`config.mk`:
```
export PLATFORM = sky130hd
export DESIGN_NAME = l2_arbiter
export DESIGN_NICKNAME = d
export VERILOG_FILES = /design/src/rtl/lc3b_types.sv /design/src/rtl/l2_arbiter.sv
export SDC_FILE = /design/constraint.sdc
export NUM_CORES = 1
export LEC_CHECK = 0
export ABC_AREA = 1
export ABC_CLOCK_PERIOD_IN_PS = 2100
export CAP_MARGIN = 20
export CORE_AREA = 2 2 272 274
export CTS_BUF_LIST = sky130_fd_sc_hd__clkbuf_4
export CTS_CLUSTER_DIAMETER = 80
export DETAILED_ROUTE_END_ITERATION = 16
export DIE_AREA = 0 0 274 276
export GPL_ROUTABILITY_DRIVEN = 0
export HOLD_SLACK_MARGIN = 0.08
export PLACE_DENSITY = 0.37
export SYNTH_ARGS = -nofsm -noshare
export SYNTH_HDL_FRONTEND = slang
export SYNTH_SLANG_ARGS = --single-unit
```
`constraint.sdc`:
```
create_clock -name clk -period 2.1 [get_ports clk]
set_input_delay 0.42 -clock clk [delete_from_list [all_inputs] [get_ports clk]]
set_output_delay 0.42 -clock clk [all_outputs]
set_load 0.02 [all_outputs]
```
`src/rtl/lc3b_types.sv`:
```
// Shared LC-3b datapath types, including the L2 arbiter state and port encodings.
package lc3b_types;

  typedef logic [15:0]  lc3b_word;
  typedef logic [127:0] lc3b_line;

  typedef enum logic [1:0] {
    IDLE,
    SERVE_I,
    SERVE_D,
    RECOVER
  } l2_arb_state_t;

  typedef enum logic {
    ARB_I,
    ARB_D
  } l2_arb_port_t;

endpackage

```
`src/rtl/l2_arbiter.sv`:
```
// Shares the single L2 port between the I-cache miss path and the D-cache miss/writeback path.
// Define L2_ARB_ROUND_ROBIN_EN to alternate tie-breaks; otherwise D always wins ties.
//
// state   | meaning
// IDLE    | no grant; sample requests and pick a winner
// SERVE_I | I-side owns L2 until l2_resp
// SERVE_D | D-side owns L2 until l2_resp
// RECOVER | dead cycle so the served requester can drop its request
module l2_arbiter
  import lc3b_types::*;
(
  input  logic     clk,
  input  logic     reset_n,
  input  logic     icache_pmem_read,
  input  lc3b_word icache_pmem_address,
  output logic     icache_pmem_resp,
  output lc3b_line icache_pmem_rdata,
  input  logic     dcache_pmem_read,
  input  logic     dcache_pmem_write,
  input  lc3b_word dcache_pmem_address,
  input  lc3b_line dcache_pmem_wdata,
  output logic     dcache_pmem_resp,
  output lc3b_line dcache_pmem_rdata,
  output logic     l2_read,
  output logic     l2_write,
  output lc3b_word l2_address,
  output lc3b_line l2_wdata,
  input  logic     l2_resp,
  input  lc3b_line l2_rdata
);

  l2_arb_state_t state_q, state_d;
  l2_arb_port_t  last_grant_q, last_grant_d;
  l2_arb_state_t tie_state;
  logic          i_req, d_req;

  assign i_req = icache_pmem_read;
  assign d_req = dcache_pmem_read | dcache_pmem_write;

`ifdef L2_ARB_ROUND_ROBIN_EN
  assign tie_state = (last_grant_q == ARB_I) ? SERVE_D : SERVE_I;
`else
  assign tie_state = SERVE_D;
`endif

  always_ff @(posedge clk) begin
    if (!reset_n) begin
      state_q      <= IDLE;
      last_grant_q <= ARB_I;
    end else begin
      state_q      <= state_d;
      last_grant_q <= last_grant_d;
    end
  end

  always_comb begin
    state_d          = state_q;
    last_grant_d     = last_grant_q;
    l2_read          = 1'b0;
    l2_write         = 1'b0;
    l2_address       = '0;
    l2_wdata         = '0;
    icache_pmem_resp = 1'b0;
    dcache_pmem_resp = 1'b0;
    case (state_q)
      IDLE: begin
        if (i_req && d_req) state_d = tie_state;
        else if (d_req)     state_d = SERVE_D;
        else if (i_req)     state_d = SERVE_I;
      end
      SERVE_I: begin
        l2_read          = icache_pmem_read;
        l2_address       = icache_pmem_address;
        icache_pmem_resp = l2_resp;
        if (l2_resp) begin
          last_grant_d = ARB_I;
          state_d      = RECOVER;
        end
      end
      SERVE_D: begin
        // a simultaneous read+write is treated as a writeback
        l2_write         = dcache_pmem_write;
        l2_read          = dcache_pmem_read & ~dcache_pmem_write;
        l2_address       = dcache_pmem_address;
        l2_wdata         = dcache_pmem_wdata;
        dcache_pmem_resp = l2_resp;
        if (l2_resp) begin
          last_grant_d = ARB_D;
          state_d      = RECOVER;
        end
      end
      RECOVER: state_d = IDLE;
      default: state_d = IDLE;
    endcase
  end

  assign icache_pmem_rdata = l2_rdata;
  assign dcache_pmem_rdata = l2_rdata;

endmodule

```
==> out/qor.csv, run 1 <==
metric,value,unit
status,completed,
dp_hpwl,21600,um
drv_slew,0,
grt_max_degree,30,
max_slew_margin,0.821,
largest_registers,state_q: 2 flops,
leakage,3.29,nW
drt_iter0_drc,79,
synth_cells,615,
grt_pass1_vias,3936,
cpLargestDelayFamily,buffers and inverters,
largest-register,state_q,
slowest_delay,0.31,ns
fill_cells,8552,
antenna_found_initial,13,
cts_buffer_depth,2,
root_buffer,clkbuf_4,
tns,0,ns
syn_area,3460,um2
worstMarginPinSlew,0.269,ns
seq_area_frac_synth,0.0116,
totalWireLength,25500,um
ys_types,12,
drtAntennaViolNets,0,
path_max_fanout,27,
cts_buffers,3,
final_cell_mix,"nand2_1 (168), clkdlybuf4s50_1 (165), inv_1 (115), dlygate4sd2_1 (45), buf_12 (36)",
worst_setup_path_end_kind,output pin,
finClkSkew,0.00278,ns
hold_class,reg -> reg,
synth_area_per_cell,5.63,um2
synth-seq-cells,2,
grtUsageTotal,0.0625,
syn_nets,912,
critPathBufInv,5,
fp-row-count,99,
tritoncts,done,
clock_sinks,2,
routedWlPerCell,15.5,um
layout_commonest_cell,nand2_1,
worst_ir_drop_vdd,0.486,mV
area_delta_synth_final,79.4,%
dieArea,75600,um2
cts_max_level,1,
required,1.68,ns
ys_warn_count,0,
io_pins,698,
min_period,2.02,ns
die_x,274,um
fin_crit_sh,0.961,
num_vias,3707,
die_h,276,um
cp-start-kind,flip-flop,
io_buffers,313,
vias_per_cell,2.26,
drc_errors,0,
firstDrtPassIters,4,
power.density,992,nW/um2
clock_latency,0.23,ns
largest_register_ffs,2,
initial_utilization,0.0477,
final_cells,1643,
globalRouteOverflowTotal,0,
rsz0062_at_grt,true,
core-area,72600,um2
holdWs,0.611,ns
drv_cap,0,
layout-drive-gt1-share,0.214,
path_cells,inv_2 > ha_4 > buf_12 > buf_16 > nand2_1 > inv_1 > clkdlybuf4s15_1,
grt_pass1_wl,31900,um
crit_arrival,1.60,ns
nNetsFinal,978,
clkSlewWorstSetupHoldPaths,0.03,ns
cpMaxStageDelayCell,dfxtp_1,
finalPower,6.16,mW
setup_viol,0,
postCtsHoldBufs,0,
critPathKind,reg -> out,
fmax,496,MHz
hold_violations,0,
dp.cells,1623,
## worst min-delay path, stage by stage (launching register included)
cell	delay (ns)
dfxtp_2	0.32
inv_1	0.09
nand2_1	0.07
nand2_1	0.06
nor2_1	0.04
## synth_stat cells
library cell    n  area share
buf_6          11       0.036
nand3b_1        1      0.0022
o21ai_0         1      0.0014
dfxtp_1         2       0.012
ha_1            3       0.011
buf_2           2      0.0029
inv_1         135        0.15
buf_4         262        0.57
nor2_1          6      0.0065
a21oi_1        17       0.025
nand2_1       174        0.19
inv_2           1      0.0011
## layout make-up
| cell class | instances | area [um2] | share of cell area |
|---|---|---|---|
| timing repair buffer | 336 | 3570 | 0.575 |
| tap | 959 | 1200 | 0.193 |
| multi-input combinational | 202 | 846 | 0.136 |
| inverter | 136 | 515 | 0.0830 |
| sequential | 2 | 41.3 | 0.00665 |
| clock buffer | 3 | 22.5 | 0.00363 |
| antenna | 5 | 12.5 | 0.00201 |
## report_power, final
| part | leakage, nW | total, mW | internal (mW) | switching (mW) |
|---|---|---|---|---|
| Sequential | 0.0169 | 0.0764 | 0.0610 | 0.0154 |
| Clock | 0.0138 | 0.0864 | 0.0631 | 0.0233 |
| Combinational | 3.26 | 6.00 | 2.67 | 3.33 |
| Total | 3.29 | 6.16 | 2.79 | 3.36 |
## cell families after synthesis
logic type,synth area share
fa+ha+maj,0.0108
compound gates,0.0260
simple gates,0.197
buf+inv,0.754
flops,0.0116
## metal layers
metal  up-vias  global-route usage  part of all wire
li1       1594                   -                 -
met5         -                   0            0.0025
met1      1511              0.0488              0.28
met2       487               0.105              0.44
met3       103              0.0554              0.22
met4        12              0.0330             0.054
## through the flow
step	worst slack (ns)	cell area [um2]	util
floorplan	0.416	3460	-
global placement	-0.113	6120	0.0844
detailed placement	-0.106	6120	0.0844
CTS	-0.00653	6320	0.0870
global route	-0.0213	6200	0.0854
finish	0.0821	6210	0.0856
## final timing paths
| path | from | to | slack [ns] | cells past startpoint |
|---|---|---|---|---|
| setup / recovery | state_q[0]$_SDFFE_PN0P_ | l2_wdata[32] | 0.08 | 7 |
| hold / removal | state_q[1]$_SDFFE_PN0P_ | state_q[1]$_SDFFE_PN0P_ | 0.61 | 4 |
| setup reg to reg | state_q[0]$_SDFFE_PN0P_ | state_q[0]$_SDFFE_PN0P_ | 0.60 | 9 |
| hold reg to reg | state_q[1]$_SDFFE_PN0P_ | state_q[1]$_SDFFE_PN0P_ | 0.61 | 4 |
## repair_timing
item | 4_1_cts | 5_1_grt
setup endpoints to repair | 124 | 80
pin swaps | 1 | 1
gates cloned | 5 | 1
gates resized for setup | 195 | 103
setup buffers | 3 | 3
Note: power is estimated with default switching activity, not from simulation.
==> run 2: changes to the inputs <==
GPL_TIMING_DRIVEN = 0   (was default)
==> out/qor.csv, run 2 (same netlist as run 1, synthesis figures left out) <==
metric,value,unit,change
status,completed,,
power.density,633,nW/um2,-36%
fmax,482,MHz,-2.7%
nNetsFinal,1488,,+52%
totalWireLength,30500,um,+20%
stdcell_area,10300,um2,+66%
firstDrtPassIters,4,,unchanged
die_x,274,um,unchanged
worst_setup_path_end_kind,output pin,,
regArea,40.0,um2,-3.0%
critPathKind,reg -> out,,
vias_per_cell,2.52,,+12%
drtAntennaViolNets,0,,unchanged
drv_slew,0,,unchanged
fill_cells,8393,,-1.9%
io_buffers,569,,+82%
dieArea,75600,um2,unchanged
fp-row-count,99,,unchanged
grt_pass1_wl,40300,um,+26%
num_vias,5407,,+46%
cts_max_level,1,,unchanged
multi_input_comb_area,842,um2,-0.44%
rsz0062_at_grt,true,,
die_h,276,um,unchanged
largest_register_ffs,2,,unchanged
grt_pass1_vias,5659,,+44%
rrSetupSlack,0.92,ns,+0.32 ns
crit_arrival,1.65,ns,+0.05 ns
clock_latency,0.24,ns,about the same
io_pins,698,,unchanged
grtUsageTotal,0.0743,,+0.0118
cts_buffer_depth,2,,unchanged
setup_viol,0,,unchanged
post_dp_cell_area,10400,um2,+69%
leakage,5.19,nW,+58%
largest-register,state_q,,
tritoncts,done,,
layout-drive-gt1-share,0.363,,+0.150
drc_errors,0,,unchanged
worstMarginPinSlew,0.331,ns,+0.0617 ns
final_core_utilization,0.142,,+0.0565
finalPower,6.53,mW,+6.0%
core-area,72600,um2,unchanged
antenna_found_initial,8,,-5
clkSlewWorstSetupHoldPaths,0.03,ns,about the same
area_delta_synth_final,198,%,
largest_registers,state_q: 2 flops,,
layout_commonest_cell,clkdlybuf4s50_1,,
min_period,2.07,ns,+0.0556 ns
fin_crit_sh,0.987,,+0.0265
finClkSkew,0.00479,ns,+0.00201 ns
max_slew_margin,0.779,,-0.0425
drv_cap,0,,unchanged
final_cell_mix,"clkdlybuf4s50_1 (421), buf_4 (278), nand2_1 (173), inv_1 (133), clkdlybuf4s15_2 (83)",,
worst_ir_drop_vdd,0.329,mV,-32%
globalRouteOverflowTotal,0,,unchanged
clock_sinks,2,,unchanged
hold_violations,0,,unchanged
final_cells,2149,,+31%
cts_buffers,3,,unchanged
required,1.68,ns,about the same
hold_class,reg -> reg,,
grt_max_degree,11,,-63%
root_buffer,clkbuf_4,,
dp_hpwl,28700,um,+33%
dp.cells,2143,,+32%
routedWlPerCell,14.2,um,-8.5%
initial_utilization,0.0477,,unchanged
drt_iter0_drc,106,,+34%
cp-start-kind,flip-flop,,
path_max_fanout,10,,-63%
-- run 2: cell types whose count changed in the layout (fill, tap and decap cells not counted), sizes merged --
cell           delta
clkbuf            -7
clkdlybuf4s50   +256
dlygate4sd2      -45
clkdlybuf4s15    +70
diode             -4
bufbuf            -2
buf             +238
-- run 2: layout make-up --
class	count	area share
antenna	1	0.000243
buffer	275	0.208
clock buffer	3	0.00218
inverter	136	0.0497
multi-input combinational	202	0.0816
sequential	2	0.00388
tap	959	0.116
timing repair buffer	571	0.539
-- run 2: metal layers --
layer | GRT usage | vias to the layer above | share of wire
li1 | - | 2607 | -
met4 | 0.00697 | 12 | 0.0068
met1 | 0.0683 | 2356 | 0.31
met2 | 0.148 | 408 | 0.53
met3 | 0.0374 | 24 | 0.15
met5 | 0 | - | 0.0030
-- run 2: power by group --
group	switching (mW)	leakage, nW	internal (mW)
Combinational	3.63	5.16	2.72
Sequential	0.0188	0.0166	0.0586
Clock	0.0295	0.0138	0.0637
-- run 2: worst max-delay path: stages, from the launching register on --
cell and delay (ns):
dfxtp_1 0.32, inv_2 0.12, ha_4 0.18, buf_12 0.16, buf_6 0.16, nand2_1 0.12, inv_1 0.07, clkdlybuf4s15_2 0.25
-- run 2: worst paths after layout --
check / startpoint / to / cells after the start
max: state_q[0]$_SDFFE_PN0P_ / l2_wdata[37] / 7
min reg2reg: state_q[1]$_SDFFE_PN0P_ / state_q[1]$_SDFFE_PN0P_ / 4
min: state_q[1]$_SDFFE_PN0P_ / state_q[1]$_SDFFE_PN0P_ / 4
max reg2reg: state_q[1]$_SDFFE_PN0P_ / state_q[1]$_SDFFE_PN0P_ / 7
-- run 2: repair_timing --
item,CTS,global route
hold buffers,0,0
endpoints found under the setup margin,148,38
pin swaps,0,1
hold endpoints to repair,0,0
setup buffers,2,0
gates resized for setup,504,48
-- run 2: through the flow --
step | setup slack (ns) | hold slack (ns) | TNS [ns]
finish | 0.0265 | 0.622 | 0
global route | -0.0550 | 0.667 | -0.132
CTS | -0.0783 | 0.606 | -0.100
detailed placement | -0.649 | 0.604 | -37.90
global placement | -0.610 | 0.579 | -33.98
floorplan | 0.416 | 0.539 | 0
==> run 3: changes to the inputs <==
ABC_AREA = default   (was 1)
CORE_AREA = 2 2 275 277   (was 2 2 272 274)
DIE_AREA = 0 0 277 279   (was 0 0 274 276)
PLACE_DENSITY = 0.36   (was 0.37)
==> out/qor.csv, run 3 <==
metric,value,unit,change
whs_path_depth,2,,-2
holdWs,0.500,ns,-0.122 ns
required,1.68,ns,about the same
firstDrtPassIters,4,,unchanged
fill_cells,8514,,+1.4%
critPathKind,reg -> out,,
grt_pass1_vias,5081,,-10%
path_cells,inv_2 > ha_2 > buf_12 > buf_6 > a22oi_1 > nor2_1 > clkdlybuf4s15_2,,
r2r_cells,6,,-1
tns,0,ns,unchanged
ys_warn_count,0,,unchanged
syn_area,3170,um2,-8.5%
globalRouteOverflowTotal,0,,unchanged
yosysTopAreaCell,buf_4,,
largest-register,state_q,,
dp.cells,1996,,-6.9%
drtAntennaViolNets,0,,unchanged
worstMarginPinSlew,0.305,ns,-0.0257 ns
min_period,2.02,ns,-0.0493 ns
drv_slew,0,,unchanged
layout-drive-gt1-share,0.423,,+0.0596
cp-start-kind,flip-flop,,
synth_cells,458,,-26%
max_slew_margin,0.796,,+0.0172
grt_pass1_wl,30800,um,-24%
cts_buffer_depth,2,,unchanged
hold_violations,0,,unchanged
seq_area_frac_synth,0.0126,,+0.00107
synth_edf_count,0,,unchanged
synth_ff_type,dfxtp_1,,
dp_hpwl,21200,um,-26%
num_vias,4802,,-11%
totalWireLength,22900,um,-25%
clock_sinks,2,,unchanged
setup_viol,0,,unchanged
cts_buffers,3,,unchanged
drc_errors,0,,unchanged
slowest_delay,0.36,ns,+0.04 ns
fmax,494,MHz,+2.4%
path_max_fanout,10,,unchanged
largest_register_ffs,2,,unchanged
die_x,277,um,+1.1%
worst_slack,0.0758,ns,+0.0493 ns
finClkSkew,0.00150,ns,-0.00329 ns
rsz0062_at_grt,true,,
hold_class,reg -> reg,,
r2r-end,state_q[0]$_SDFFE_PN0P_,,
cpMaxStageDelayCell,dfxtp_2,,
largest_registers,state_q: 2 flops,,
syn_nets,755,,-17%
dp_slack,-0.792,ns,-0.143 ns
clkSlewWorstSetupHoldPaths,0.03,ns,about the same
area_delta_synth_final,222,%,
nNetsFinal,1330,,-11%
postCtsHoldBufs,0,,unchanged
tritoncts,done,,
io_pins,698,,unchanged
min_to,state_q[1]$_SDFFE_PN0P_,,
io_buffers,569,,unchanged
hp-start,state_q[1]$_SDFFE_PN0P_,,
leakage,4.16,nW,-20%
dieArea,77300,um2,+2.2%
vias_per_cell,2.40,,-4.7%
root_buffer,clkbuf_4,,
fp-row-count,100,,+1.0%
fin_crit_sh,0.964,,-0.0235
synth_area_per_cell,6.92,um2,+23%
drv_cap,0,,unchanged
drt_iter0_drc,43,,-59%
synthArstFlopShare,0,,unchanged
ys_types,19,,+7
status,completed,,
synth_area_leaders,"buf_4 (61%), and2_1 (26%), a22oi_1 (3.8%)",,
final_cell_mix,"clkdlybuf4s50_1 (421), buf_4 (268), and2_1 (125), clkdlybuf4s15_2 (101), buf_2 (37)",,
routedWlPerCell,11.5,um,-19%
die_h,279,um,+1.1%
clock_latency,0.22,ns,-0.02 ns
layout_commonest_cell,clkdlybuf4s50_1,,
final_cells,2002,,-6.8%
power.density,538,nW/um2,-15%
grtUsageTotal,0.0534,,-0.0209
synth_most_common_cell,buf_4,,
rrSetupSlack,0.65,ns,-0.27 ns
synth-seq-cells,2,,unchanged
grt_max_degree,11,,unchanged
rr_startpoint,state_q[0]$_SDFFE_PN0P_,,
synth_top_area_frac,0.607,,+0.0385
cts_max_level,1,,unchanged
worst_setup_path_end_kind,output pin,,
crit_arrival,1.60,ns,-0.05 ns
worst_ir_drop_vdd,0.267,mV,-19%
antenna_found_initial,4,,-4
core-area,74100,um2,+2.0%
yosys-top-cells-count,"buf_4 (256), and2_1 (131), a22oi_1 (16), nor2_1 (16), clkbuf_1 (14)",,
initial_utilization,0.0428,,-0.00493
-- run 3: routing by layer --
layer / up-vias / GRT usage / part of all wire
li1: 2296 / - / -
met1: 2076 / 0.0411 / 0.28
met2: 410 / 0.113 / 0.57
met3: 18 / 0.0243 / 0.12
met4: 2 / 0.0196 / 0.028
met5: - / 0 / 0.00052
-- run 3: logic make-up (layout without fill, tap and decap cells) --
family	after synthesis	count (layout)	share of synthesized area
and+or+nand+nor	153	153	0.288
AOI/OAI and AO/OA	20	20	0.0486
DFF	2	2	0.0126
other	0	2	0
adders and majority gates	3	3	0.0118
buffers and inverters	279	852	0.635
muxes	1	1	0.00316
-- run 3: how the worst max path moves through the flow --
stage | from | end | cells after the start | slack [ns]
after floorplan | state_q[1]$_SDFFE_PN0P_ | l2_address[0] | 5 | 0.40
after global routing | state_q[0]$_SDFFE_PN0P_ | l2_wdata[84] | 6 | -0.03
after CTS | state_q[0]$_SDFFE_PN0P_ | l2_wdata[125] | 6 | -0.13
after detailed placement | state_q[0]$_SDFFE_PN0P_ | l2_write | 6 | -0.79
after global placement | state_q[0]$_SDFFE_PN0P_ | l2_write | 6 | -0.76
final | state_q[1]$_SDFFE_PN0P_ | l2_address[6] | 7 | 0.08
-- run 3: final cells by class --
class | count | area (um2) | area share
repair buffers | 570 | 5630 | 0.552
plain buffers | 275 | 2110 | 0.207
well taps | 969 | 1210 | 0.119
multi-input cells | 177 | 1160 | 0.113
flip-flops and latches | 2 | 41.3 | 0.00405
clock buffers | 3 | 22.5 | 0.00221
inverters | 4 | 20.0 | 0.00196
diodes | 2 | 5.00 | 0.000490
-- run 3: timing repair --
action,CTS,global route
endpoints found under the hold margin,0,0
gates resized for setup,486,64
setup buffers,1,0
setup endpoints to repair,148,148
-- run 3: where the power goes --
part	leakage, nW	switching (mW)	internal (mW)	total, mW
Combinational	4.13	2.75	2.58	5.33
Sequential	0.0168	0.0180	0.0569	0.0749
Clock	0.0138	0.0206	0.0629	0.0835
-- run 3: per-stage QoR --
stage,total power [mW],instance area (um2),utilization
after floorplan,2.70,3170,-
after CTS,5.63,10400,0.140
after global routing,5.85,10200,0.138
final,5.49,10200,0.138
after global placement,5.53,10100,0.136
after detailed placement,5.49,10100,0.136
-- run 3: worst max-delay path, delay by kind of cell, from the launching register on --
| family | cells | cell delay (ns) |
|---|---|---|
| compound gates | 1 | 0.16 |
| fa+ha+maj | 1 | 0.18 |
| buf+inv | 4 | 0.61 |
| flops | 1 | 0.36 |
| simple gates | 1 | 0.06 |
